**src/rtl/ieeedrv_host_src_if.sv**
```systemverilog
// Shared IEEE-488 bus record and the host-side byte channel of the
// source-handshake engine.
package ieeedrv_pkg;
   typedef struct packed {
      logic [7:0] data;
      logic       atn;
      logic       eoi;
      logic       dav;
      logic       nrfd;
      logic       ndac;
      logic       ifc;
      logic       srq;
      logic       ren;
   } st_ieee_bus;
endpackage

interface ieeedrv_host_src_if;
   logic       tx_valid;
   logic       tx_ready;
   logic [7:0] tx_data;
   logic       tx_atn;
   logic       tx_eoi;
   logic       ifc_req;
   logic       busy;
   logic       done;
   logic       err_nodev;
   logic       err_timeout;

   modport master (
      output tx_valid, tx_data, tx_atn, tx_eoi, ifc_req,
      input  tx_ready, busy, done, err_nodev, err_timeout
   );

   modport slave (
      input  tx_valid, tx_data, tx_atn, tx_eoi, ifc_req,
      output tx_ready, busy, done, err_nodev, err_timeout
   );
endinterface

```
**src/rtl/ieeedrv_host_src.sv**
```systemverilog
// Host-side IEEE-488 source handshake: places command/data bytes on the bus
// with the DAV/NRFD/NDAC protocol and issues IFC pulses on request.
module ieeedrv_host_src
   import ieeedrv_pkg::*;
#(
   parameter int unsigned SETTLE  = 2,
   parameter int unsigned TIMEOUT = 16'hFFFF,
   parameter int unsigned IFC_LEN = 100
) (
   input  logic              clk_sys,
   input  logic              reset_n,
   input  logic              ce,
   input  st_ieee_bus        bus_i,
   output st_ieee_bus        bus_o,
   ieeedrv_host_src_if.slave tx
);

   typedef enum logic [2:0] {
      S_IDLE,
      S_SETTLE,
      S_WAIT_RFD,
      S_DAV_ON,
      S_DAV_OFF,
      S_IFC
   } state_t;

   localparam logic [15:0] SETTLE_T  = 16'(SETTLE);
   localparam logic [15:0] TIMEOUT_T = 16'(TIMEOUT);
   localparam logic [15:0] IFC_T     = 16'(IFC_LEN);

   state_t      state;
   state_t      state_nxt;
   logic [15:0] cnt;
   logic [15:0] cnt_inc;
   logic [7:0]  data_q;
   logic        atn_q;
   logic        eoi_q;
   logic        dav_q;
   logic        ifc_q;
   logic        nodev_q;
   logic        tout_q;
   logic        settled;
   logic        expired;
   logic        ifc_over;
   logic        no_listener;
   logic        ready_c;
   logic        busy_c;
   logic        done_c;
   logic        bus_unused;

   assign bus_unused = &{1'b0, bus_i.data, bus_i.atn, bus_i.eoi, bus_i.dav,
                         bus_i.ifc, bus_i.srq, bus_i.ren};

   // Settling is judged on ticks already elapsed; the wait limits on the
   // tick being taken now, so a limit of N means exactly N ticks in state.
   assign cnt_inc     = (ce && cnt != 16'hFFFF) ? cnt + 16'd1 : cnt;
   assign settled     = cnt >= SETTLE_T;
   assign expired     = cnt_inc >= TIMEOUT_T;
   assign ifc_over    = cnt_inc >= IFC_T;
   assign no_listener = !bus_i.nrfd && !bus_i.ndac;

   always_ff @(posedge clk_sys or negedge reset_n) begin
      if (!reset_n) begin
         state <= S_IDLE;
      end else begin
         state <= state_nxt;
      end
   end

   always_comb begin
      state_nxt = state;
      case (state)
         S_IDLE: begin
            if (tx.ifc_req) begin
               state_nxt = S_IFC;
            end else if (tx.tx_valid) begin
               state_nxt = S_SETTLE;
            end
         end
         S_SETTLE: begin
            if (settled) begin
               state_nxt = no_listener ? S_IDLE : S_WAIT_RFD;
            end
         end
         S_WAIT_RFD: begin
            if (!bus_i.nrfd) begin
               state_nxt = S_DAV_ON;
            end else if (expired) begin
               state_nxt = S_IDLE;
            end
         end
         S_DAV_ON: begin
            if (!bus_i.ndac) begin
               state_nxt = S_DAV_OFF;
            end else if (expired) begin
               state_nxt = S_IDLE;
            end
         end
         S_DAV_OFF: state_nxt = S_IDLE;
         S_IFC: begin
            if (ifc_over) begin
               state_nxt = S_IDLE;
            end
         end
         default: state_nxt = S_IDLE;
      endcase
   end

   // ATN is only touched at accept, IFC entry and reset; aborts leave it.
   always_ff @(posedge clk_sys or negedge reset_n) begin
      if (!reset_n) begin
         cnt     <= 16'd0;
         data_q  <= 8'd0;
         atn_q   <= 1'b0;
         eoi_q   <= 1'b0;
         dav_q   <= 1'b0;
         ifc_q   <= 1'b0;
         nodev_q <= 1'b0;
         tout_q  <= 1'b0;
      end else begin
         cnt     <= cnt_inc;
         nodev_q <= 1'b0;
         tout_q  <= 1'b0;
         case (state)
            S_IDLE: begin
               if (tx.ifc_req) begin
                  ifc_q <= 1'b1;
                  atn_q <= 1'b0;
                  cnt   <= 16'd0;
               end else if (tx.tx_valid) begin
                  data_q <= tx.tx_data;
                  eoi_q  <= tx.tx_eoi;
                  atn_q  <= tx.tx_atn;
                  cnt    <= 16'd0;
               end
            end
            S_SETTLE: begin
               if (settled) begin
                  cnt <= 16'd0;
                  if (no_listener) begin
                     nodev_q <= 1'b1;
                     data_q  <= 8'd0;
                     eoi_q   <= 1'b0;
                  end
               end
            end
            S_WAIT_RFD: begin
               if (!bus_i.nrfd) begin
                  dav_q <= 1'b1;
                  cnt   <= 16'd0;
               end else if (expired) begin
                  tout_q <= 1'b1;
                  data_q <= 8'd0;
                  eoi_q  <= 1'b0;
               end
            end
            S_DAV_ON: begin
               if (!bus_i.ndac || expired) begin
                  dav_q  <= 1'b0;
                  data_q <= 8'd0;
                  eoi_q  <= 1'b0;
                  tout_q <= bus_i.ndac;
               end
            end
            S_IFC: begin
               if (ifc_over) begin
                  ifc_q <= 1'b0;
               end
            end
            default: ;
         endcase
      end
   end

   always_comb begin
      bus_o      = '0;
      bus_o.data = data_q;
      bus_o.atn  = atn_q;
      bus_o.eoi  = eoi_q;
      bus_o.dav  = dav_q;
      bus_o.ifc  = ifc_q;
      ready_c    = (state == S_IDLE) && !tx.ifc_req;
      busy_c     = state != S_IDLE;
      done_c     = state == S_DAV_OFF;
   end

   assign tx.tx_ready    = ready_c;
   assign tx.busy        = busy_c;
   assign tx.done        = done_c;
   assign tx.err_nodev   = nodev_q;
   assign tx.err_timeout = tout_q;

endmodule

```
**src/flat_wrapper.sv**
```systemverilog
// flat-port wrapper written by rule: the top's interface ports become plain ports
module ieeedrv_host_src_flat import ieeedrv_pkg::*;
#(
   parameter int unsigned SETTLE  = 2,
   parameter int unsigned TIMEOUT = 16'hFFFF,
   parameter int unsigned IFC_LEN = 100
)
  (clk_sys, reset_n, ce, bus_i, bus_o, tx_tx_valid, tx_tx_data, tx_tx_atn, tx_tx_eoi, tx_ifc_req, tx_tx_ready, tx_busy, tx_done, tx_err_nodev, tx_err_timeout);
  ieeedrv_host_src_if tx_i ();
  input  logic clk_sys;
  input  logic reset_n;
  input  logic ce;
  input  st_ieee_bus bus_i;
  output st_ieee_bus bus_o;
  input wire logic [$bits(tx_i.tx_valid)-1:0] tx_tx_valid;
  input wire logic [$bits(tx_i.tx_data)-1:0] tx_tx_data;
  input wire logic [$bits(tx_i.tx_atn)-1:0] tx_tx_atn;
  input wire logic [$bits(tx_i.tx_eoi)-1:0] tx_tx_eoi;
  input wire logic [$bits(tx_i.ifc_req)-1:0] tx_ifc_req;
  output wire logic [$bits(tx_i.tx_ready)-1:0] tx_tx_ready;
  output wire logic [$bits(tx_i.busy)-1:0] tx_busy;
  output wire logic [$bits(tx_i.done)-1:0] tx_done;
  output wire logic [$bits(tx_i.err_nodev)-1:0] tx_err_nodev;
  output wire logic [$bits(tx_i.err_timeout)-1:0] tx_err_timeout;
  assign tx_i.tx_valid = tx_tx_valid;
  assign tx_i.tx_data = tx_tx_data;
  assign tx_i.tx_atn = tx_tx_atn;
  assign tx_i.tx_eoi = tx_tx_eoi;
  assign tx_i.ifc_req = tx_ifc_req;
  assign tx_tx_ready = tx_i.tx_ready;
  assign tx_busy = tx_i.busy;
  assign tx_done = tx_i.done;
  assign tx_err_nodev = tx_i.err_nodev;
  assign tx_err_timeout = tx_i.err_timeout;
  ieeedrv_host_src #(.SETTLE(SETTLE), .TIMEOUT(TIMEOUT), .IFC_LEN(IFC_LEN)) u_core (.clk_sys(clk_sys), .reset_n(reset_n), .ce(ce), .bus_i(bus_i), .bus_o(bus_o), .tx(tx_i));
endmodule
```
**config.mk**
```make
export PLATFORM = sky130hd
export DESIGN_NAME = ieeedrv_host_src_flat
export DESIGN_NICKNAME = d
export VERILOG_FILES = /design/src/rtl/ieeedrv_host_src_if.sv /design/src/rtl/ieeedrv_host_src.sv /design/src/flat_wrapper.sv
export SDC_FILE = /design/constraint.sdc
export NUM_CORES = 1
export LEC_CHECK = 0
export BUFFER_PORTS_ARGS = -buffer_cell sky130_fd_sc_hd__buf_2
export CORE_UTILIZATION = 45
export CTS_BUF_LIST = sky130_fd_sc_hd__clkbuf_4 sky130_fd_sc_hd__clkbuf_8
export DETAILED_ROUTE_END_ITERATION = 16
export PLACE_DENSITY = 0.68
export SLEW_MARGIN = 20
export SYNTH_ARGS = -nofsm -noshare
export SYNTH_HDL_FRONTEND = slang
export SYNTH_SLANG_ARGS = --single-unit
```
**constraint.sdc**
```tcl
create_clock -name clk_sys -period 2.88 [get_ports clk_sys]
set_input_delay 0.576 -clock clk_sys [delete_from_list [all_inputs] [get_ports clk_sys]]
set_output_delay 0.576 -clock clk_sys [all_outputs]
set_load 0.01 [all_outputs]
```
==> flow_metrics.env, run 1 <==
export IMPL_cts_tree="done"
export IMPL_cp_depth=9
export IMPL_clockBufferDepth=2
export IMPL_rsz0062_at_grt="no"
export IMPL_ios=52
export IMPL_max_cap_viol_count=0
export IMPL_post_route_cells_drive_above_1_share_pct=24.4
export IMPL_path_class="reg2reg"
export IMPL_cp_num_buf_inv=2
export IMPL_synth_async_sr_flop_share_pct=100
export IMPL_period_minus_slack_ns=2.76
export IMPL_synth_edff_count=0
export IMPL_r2r_setup_slack_ns=0.12
export IMPL_finalCritPeriodShare_pct=95.9
export IMPL_timing_final_max_slew_violations=0
export IMPL_grt_util_all_layers_pct=23.0
export IMPL_clock_skew_ns=0.00787
export IMPL_grt_max_degree=34
export IMPL_ys_flop_type="dfrtp_1"
export IMPL_die_area_mm2=0.00531
export IMPL_hpwl_mm=4.10
export IMPL_worstPathRequired_ns=3.05
export IMPL_worst_r2r_endpoint="u_core.data_q[3]"
export IMPL_grt_pass1_vias=1908
export IMPL_cp_slowest_stage_delay_ns=0.56
export IMPL_crit_start="u_core.cnt[10]"
export IMPL_drc=0
export IMPL_die_x_um=72.9
export IMPL_wl_per_cell_um=14.8
export IMPL_path_max_fanout=10
export IMPL_hold_viol_final=0
export IMPL_antenna_found_initial=0
export IMPL_tns_ns=0
export IMPL_grt_overflow=0
export IMPL_setup_viol=0
export IMPL_postCtsHoldBufs=0
export IMPL_r2r_start="u_core.cnt[10]"
export IMPL_critPathTopFamily="simple AND/OR/NAND/NOR gates"
export IMPL_cts_sinks=33
export IMPL_instances_no_fill=370
export IMPL_avgSynthCellArea_um2=8.54
export IMPL_slew_headroom_pct=51.8
export IMPL_critPathArrivalTime_ns=2.93
export IMPL_diodes=0
export IMPL_portBuffers=33
export IMPL_dr_first_iter_drc_count=151
export IMPL_vias_per_cell=5.70
export IMPL_ys_seq_area_share_pct=36.5
export IMPL_cts_buffers=5
export IMPL_die_h_um=72.9
export IMPL_crit_chain="nand4_2, buf_4, nor3_1, a211oi_1, a21oi_1, nand4_1, o221ai_4, buf_12, o21ai_2"
export IMPL_clk_pin_slew_ns=0.07
export IMPL_critPathLaunchType="flip-flop"
export IMPL_place_ws_ns=0.124
export IMPL_wl_mm=5.47
export IMPL_root_buffer="clkbuf_8"
export IMPL_grt_pass1_wl_mm=9.27
export IMPL_drtAntennaViolNets=0
export IMPL_place_inst=361
export IMPL_slowest_stage="dfrtp_1"
export IMPL_syn_area_mm2=0.00226
export IMPL_hold_class="in2async"
export IMPL_yosysWarnings=0
export IMPL_vias=2108
export IMPL_endpoint="u_core.data_q[3]"
export IMPL_netlist_instances=265
export IMPL_firstDrtPassIters=5
export IMPL_clock_latency_ns=0.29
export IMPL_power_leakage_nw=1.14
export IMPL_ir_drop_v=0.000271
export IMPL_ys_ff_latch=33
export IMPL_nNetsFinal=335
export IMPL_timing_fmax_ghz=0.362
export IMPL_htree_levels=2
export IMPL_gp_congestion=0.973
export IMPL_rows=25
export IMPL_area_delta_synth_final_pct=15.8
export IMPL_power_per_cell_area_mw_per_mm2=686
export IMPL_outcome="completed"
export IMPL_cp_end_kind="flip-flop"
export IMPL_tightest_slew_ns=0.724
export IMPL_reg2reg_depth=9
export IMPL_initial_core_util_pct=47.3
export IMPL_synth_cell_types=50
export IMPL_timing_final_ws_setup_ns=0.118
export IMPL_core_area_mm2=0.00479
metrics by stage:
stage	hold WS, ns	util, %	total power [mW]	area [um^2]
2_1_floorplan	0.280	-	1.23	2270
3_3_place_gp	0.494	52.5	1.42	2510
3_5_place_dp	0.497	52.5	1.44	2510
4_1_cts	0.371	54.3	1.79	2600
5_1_grt	0.401	54.7	1.93	2620
6_report	0.336	54.7	1.80	2620
cell usage in the layout (no fill, tap or decap), types with 9 or more instances in the layout:
cell	count
nand4_1	9
dfrtp_1	33
buf_2	33
nor2_1	29
nand3_1	9
nor3_1	12
o21ai_0	9
o21ai_2	9
a22oi_1	9
a21oi_1	10
buf_4	16
inv_1	16
nand2_1	18
metal layers:
metal | part of all wire [%] | vias to the layer above | wire length [um] | GRT usage [%]
met5 | 0 | - | 0 | 0
met4 | 2.4 | 0 | 133 | 9.80
met2 | 46 | 83 | 2540 | 34.7
met3 | 6.2 | 10 | 340 | 4.14
li1 | - | 1036 | - | -
met1 | 45 | 979 | 2460 | 32.4
worst reg2reg max path, delay by kind of cell (launching register included):
family | cells | cell delay (ns)
compound gates | 4 | 0.84
simple gates | 3 | 0.88
flops | 1 | 0.56
buf+inv | 2 | 0.36
Yosys cell counts (8+ instances only):
cell | number | area [um^2]
nand2_1 | 18 | 67.6
o21ai_0 | 9 | 45.0
a22oi_1 | 9 | 67.6
nand4_1 | 9 | 56.3
buf_4 | 9 | 67.6
nor3_1 | 12 | 60.1
and4_1 | 8 | 70.1
a21oi_1 | 10 | 50.1
inv_1 | 16 | 60.1
dfrtp_1 | 33 | 826
nor2_1 | 29 | 109
nand3_1 | 9 | 45.0
xnor2_1 | 8 | 70.1
o21ai_2 | 9 | 78.8
a31oi_1 | 8 | 50.1
registers in the layout (all words and copies together), names as in the netlist:
name	flops
u_core.atn_q	1
u_core.cnt	16
u_core.data_q	8
u_core.dav_q	1
u_core.eoi_q	1
u_core.ifc_q	1
u_core.state	3
u_core.tx.err_nodev	1
u_core.tx.err_timeout	1
power breakdown:
part	internal [mW]	switching (mW)	leakage [nW]	total (mW)
Clock	0.167	0.181	0.0439	0.347
Sequential	0.567	0.0985	0.435	0.666
Combinational	0.314	0.471	0.666	0.785
Total	1.05	0.751	1.14	1.80
final cells by class:
type	count	area [um^2]
fill	483	2170
multi-input combinational	196	1260
sequential	33	826
timing repair buffer	50	305
tap	67	83.8
clock buffer	5	68.8
inverter	16	60.1
clock inverter	3	17.5
repair_timing:
| item | in CTS | in global routing |
|---|---|---|
| setup buffers | 0 | 1 |
| gates resized for setup | 0 | 1 |
| endpoints found under the hold margin | 0 | 0 |
| setup endpoints to repair | 0 | 10 |
worst min-delay path by stage:
stage	from	endpoint	slack, ns
6_report	reset_n	u_core.dav_q	0.34
5_1_grt	reset_n	u_core.tx.err_timeout	0.40
4_1_cts	reset_n	u_core.tx.err_timeout	0.37
3_5_place_dp	u_core.atn_q	u_core.atn_q	0.50
3_3_place_gp	u_core.atn_q	u_core.atn_q	0.49
2_1_floorplan	reset_n	u_core.atn_q	0.28
kinds of logic after synthesis:
family | Yosys count | share of synthesized area (%)
muxes | 4 | 1.77
and+or+nand+nor | 114 | 28.4
other | 1 | 0.166
AOI/OAI and AO/OA | 63 | 20.1
DFF | 33 | 36.5
xor gates and xnor gates | 9 | 3.48
adders and majority gates | 2 | 1.11
buffers and inverters | 39 | 8.41
No activity file was read; power rests on OpenSTA's default activity.
==> run 2: changes to the inputs <==
==> constraint.sdc (replaced) <==
create_clock -name clk_sys -period 2.5 [get_ports clk_sys]
set_input_delay 0.5 -clock clk_sys [delete_from_list [all_inputs] [get_ports clk_sys]]
set_output_delay 0.5 -clock clk_sys [all_outputs]
set_load 0.01 [all_outputs]
==> run 2 against run 1 <==
Effect of this change: die area is the same; non-clock buffer count up 27; via count is 9.3% higher; setup slack worse by 0.069 ns; final area grew 12%; fmax increased by 13%; sequential share of layout area decreased by 3.2 points; register-to-register slack lost 0.07 ns; worst hold slack lost 0.056 ns; clock power is 56% higher; global-route usage decreased by 0.21 points; critical path depth did not move; critical endpoint unchanged; largest cell class unchanged.
==> flow_metrics.env, run 2 (synthesis gave the netlist of run 1 again) <==
export IMPL_root_buffer="clkbuf_8"
export IMPL_nNetsFinal=362
export IMPL_clock_skew_ns=0.00512
export IMPL_tightest_slew_ns=0.753
export IMPL_fillers=431
export IMPL_rsz0062_at_grt="yes"
export IMPL_r2r_start="u_core.cnt[0]"
export IMPL_hold_viol_final=0
export IMPL_internal_power_mw=1.39
export IMPL_path_class="reg2reg"
export IMPL_reg2reg_depth=9
export IMPL_die_x_um=72.9
export IMPL_initial_core_util_pct=47.3
export IMPL_grt_util_all_layers_pct=22.8
export IMPL_wl_mm=5.93
export IMPL_cts_buffers=5
export IMPL_p_total_mw=2.27
export IMPL_p_seq_share_pct=33.0
export IMPL_power_per_cell_area_mw_per_mm2=777
export IMPL_ios=52
export IMPL_wl_per_cell_um=14.9
export IMPL_power_frac_comb_pct=43.2
export IMPL_period_minus_slack_ns=2.45
export IMPL_timing_fmax_ghz=0.408
export IMPL_final_cell_mix="buf_4, buf_2, dfrtp_1"
export IMPL_final_area_mm2=0.00292
export IMPL_vias=2305
export IMPL_r2r_setup_slack_ns=0.05
export IMPL_outcome="completed"
export IMPL_dr_first_iter_drc_count=169
export IMPL_hpwl_mm=4.33
export IMPL_grt_pass1_vias=1993
export IMPL_largest_reg_flops=16
export IMPL_gp_congestion=0.901
export IMPL_timing_final_max_slew_violations=0
export IMPL_rows=25
export IMPL_grt_overflow=0
export IMPL_grt_pass1_wl_mm=9.27
export IMPL_worst_r2r_endpoint="u_core.data_q[3]"
export IMPL_critPathLaunchType="flip-flop"
export IMPL_top_register="u_core.cnt"
export IMPL_drc=0
export IMPL_antenna_found_initial=0
export IMPL_path_max_fanout=9
export IMPL_swShare_pct=38.8
export IMPL_power_switching_uw=880
export IMPL_htree_levels=2
export IMPL_max_cap_viol_count=0
export IMPL_cts_tree="done"
export IMPL_drtAntennaViolNets=0
export IMPL_hold_slack_ns=0.280
export IMPL_regArea_um2=827
export IMPL_setup_viol=0
export IMPL_core_area_mm2=0.00479
export IMPL_grt_max_degree=34
export IMPL_postCtsHoldBufs=0
export IMPL_critPathArrivalTime_ns=2.62
export IMPL_vias_per_cell=5.81
export IMPL_finish_utilization_pct=61.0
export IMPL_finalCritPeriodShare_pct=98.0
export IMPL_hold_class="in2async"
export IMPL_clock_latency_ns=0.28
export IMPL_slew_headroom_pct=49.8
export IMPL_die_area_mm2=0.00531
export IMPL_cts_sinks=33
export IMPL_cp_end_kind="flip-flop"
export IMPL_area_delta_synth_final_pct=29.1
export IMPL_diodes=0
export IMPL_multiInputGateArea_mm2=0.00132
export IMPL_firstDrtPassIters=4
export IMPL_top_regs="u_core.cnt: 16 flops, u_core.data_q: 8 flops, u_core.state: 3 flops"
export IMPL_power_leakage_nw=1.32
export IMPL_ir_drop_v=0.000358
export IMPL_post_route_cells_drive_above_1_share_pct=34.5
export IMPL_worstPathRequired_ns=2.66
export IMPL_clock_power_share_pct=23.8
export IMPL_clockBufferDepth=2
export IMPL_place_area_mm2=0.00271
export IMPL_layout_commonest_cell="buf_4"
export IMPL_die_h_um=72.9
export IMPL_portBuffers=33
export IMPL_clk_pin_slew_ns=0.07
-- run 2: changes by cell type in the layout (fill, tap and decap cells not counted), sizes merged --
| cell | previous run | this run |
|---|---|---|
| bufinv | 0 | 1 |
| clkbuf | 5 | 7 |
| clkinvlp | 1 | 0 |
| clkinv | 2 | 0 |
| buf | 50 | 77 |
-- run 2: layer usage --
layer,share of wire (%),vias up,global-route usage (%)
li1,-,1090,-
met3,6.3,9,3.31
met2,47,91,35.8
met1,46,1115,32.0
met4,1.1,0,7.84
met5,0,-,0
-- run 2: worst max path at each step --
stage	start	end	depth (start not counted)
2_1_floorplan	u_core.cnt[0]	u_core.data_q[0]	10
3_3_place_gp	u_core.cnt[0]	u_core.data_q[0]	9
3_5_place_dp	u_core.cnt[0]	u_core.data_q[4]	9
4_1_cts	u_core.cnt[0]	u_core.data_q[4]	9
5_1_grt	u_core.cnt[0]	u_core.data_q[2]	10
6_report	u_core.cnt[0]	u_core.data_q[3]	9
-- run 2: power by group through the flow --
stage	clock network (mW)	registers, mW	logic [mW]
final	0.540	0.750	0.980
after global routing	0.573	0.764	1.08
after CTS	0.549	0.749	0.980
after detailed placement	0	0.759	0.978
after global placement	0	0.754	0.954
after floorplan	0	0.765	0.655
-- run 2: repair_timing --
action / in CTS / in global routing
pin swaps: 0 / 2
gates resized for setup: 2 / 14
gates cloned: 0 / 0
buffers inserted: 0 / 4
endpoints found under the setup margin: 10 / 15
endpoints found under the hold margin: 0 / 0
-- run 2: worst max-delay path: stages (launching register included) --
cell and delay, ns:
dfrtp_1 0.36, ha_2 0.19, nand4_1 0.10, or4_4 0.53, nand2_4 0.10, mux2i_2 0.09
or4_4 0.54, o221ai_4 0.21, buf_12 0.16, o21ai_2 0.05
-- run 2: area by class of cell --
type	count	share of cell area, %
clock buffer	7	3.08
timing repair buffer	77	17.4
multi-input combinational	196	45.3
tap	67	2.87
inverter	16	2.06
clock inverter	1	1.03
sequential	33	28.3
-- run 2: through the flow --
stage	std cells	worst slack [ns]	TNS, ns
5_1_grt	397	-0.0714	-0.613
3_5_place_dp	385	-0.0245	-0.161
6_report	397	0.0489	0
4_1_cts	393	0.0177	0
2_1_floorplan	268	-0.275	-2.81
3_3_place_gp	385	-0.00677	-0.0182
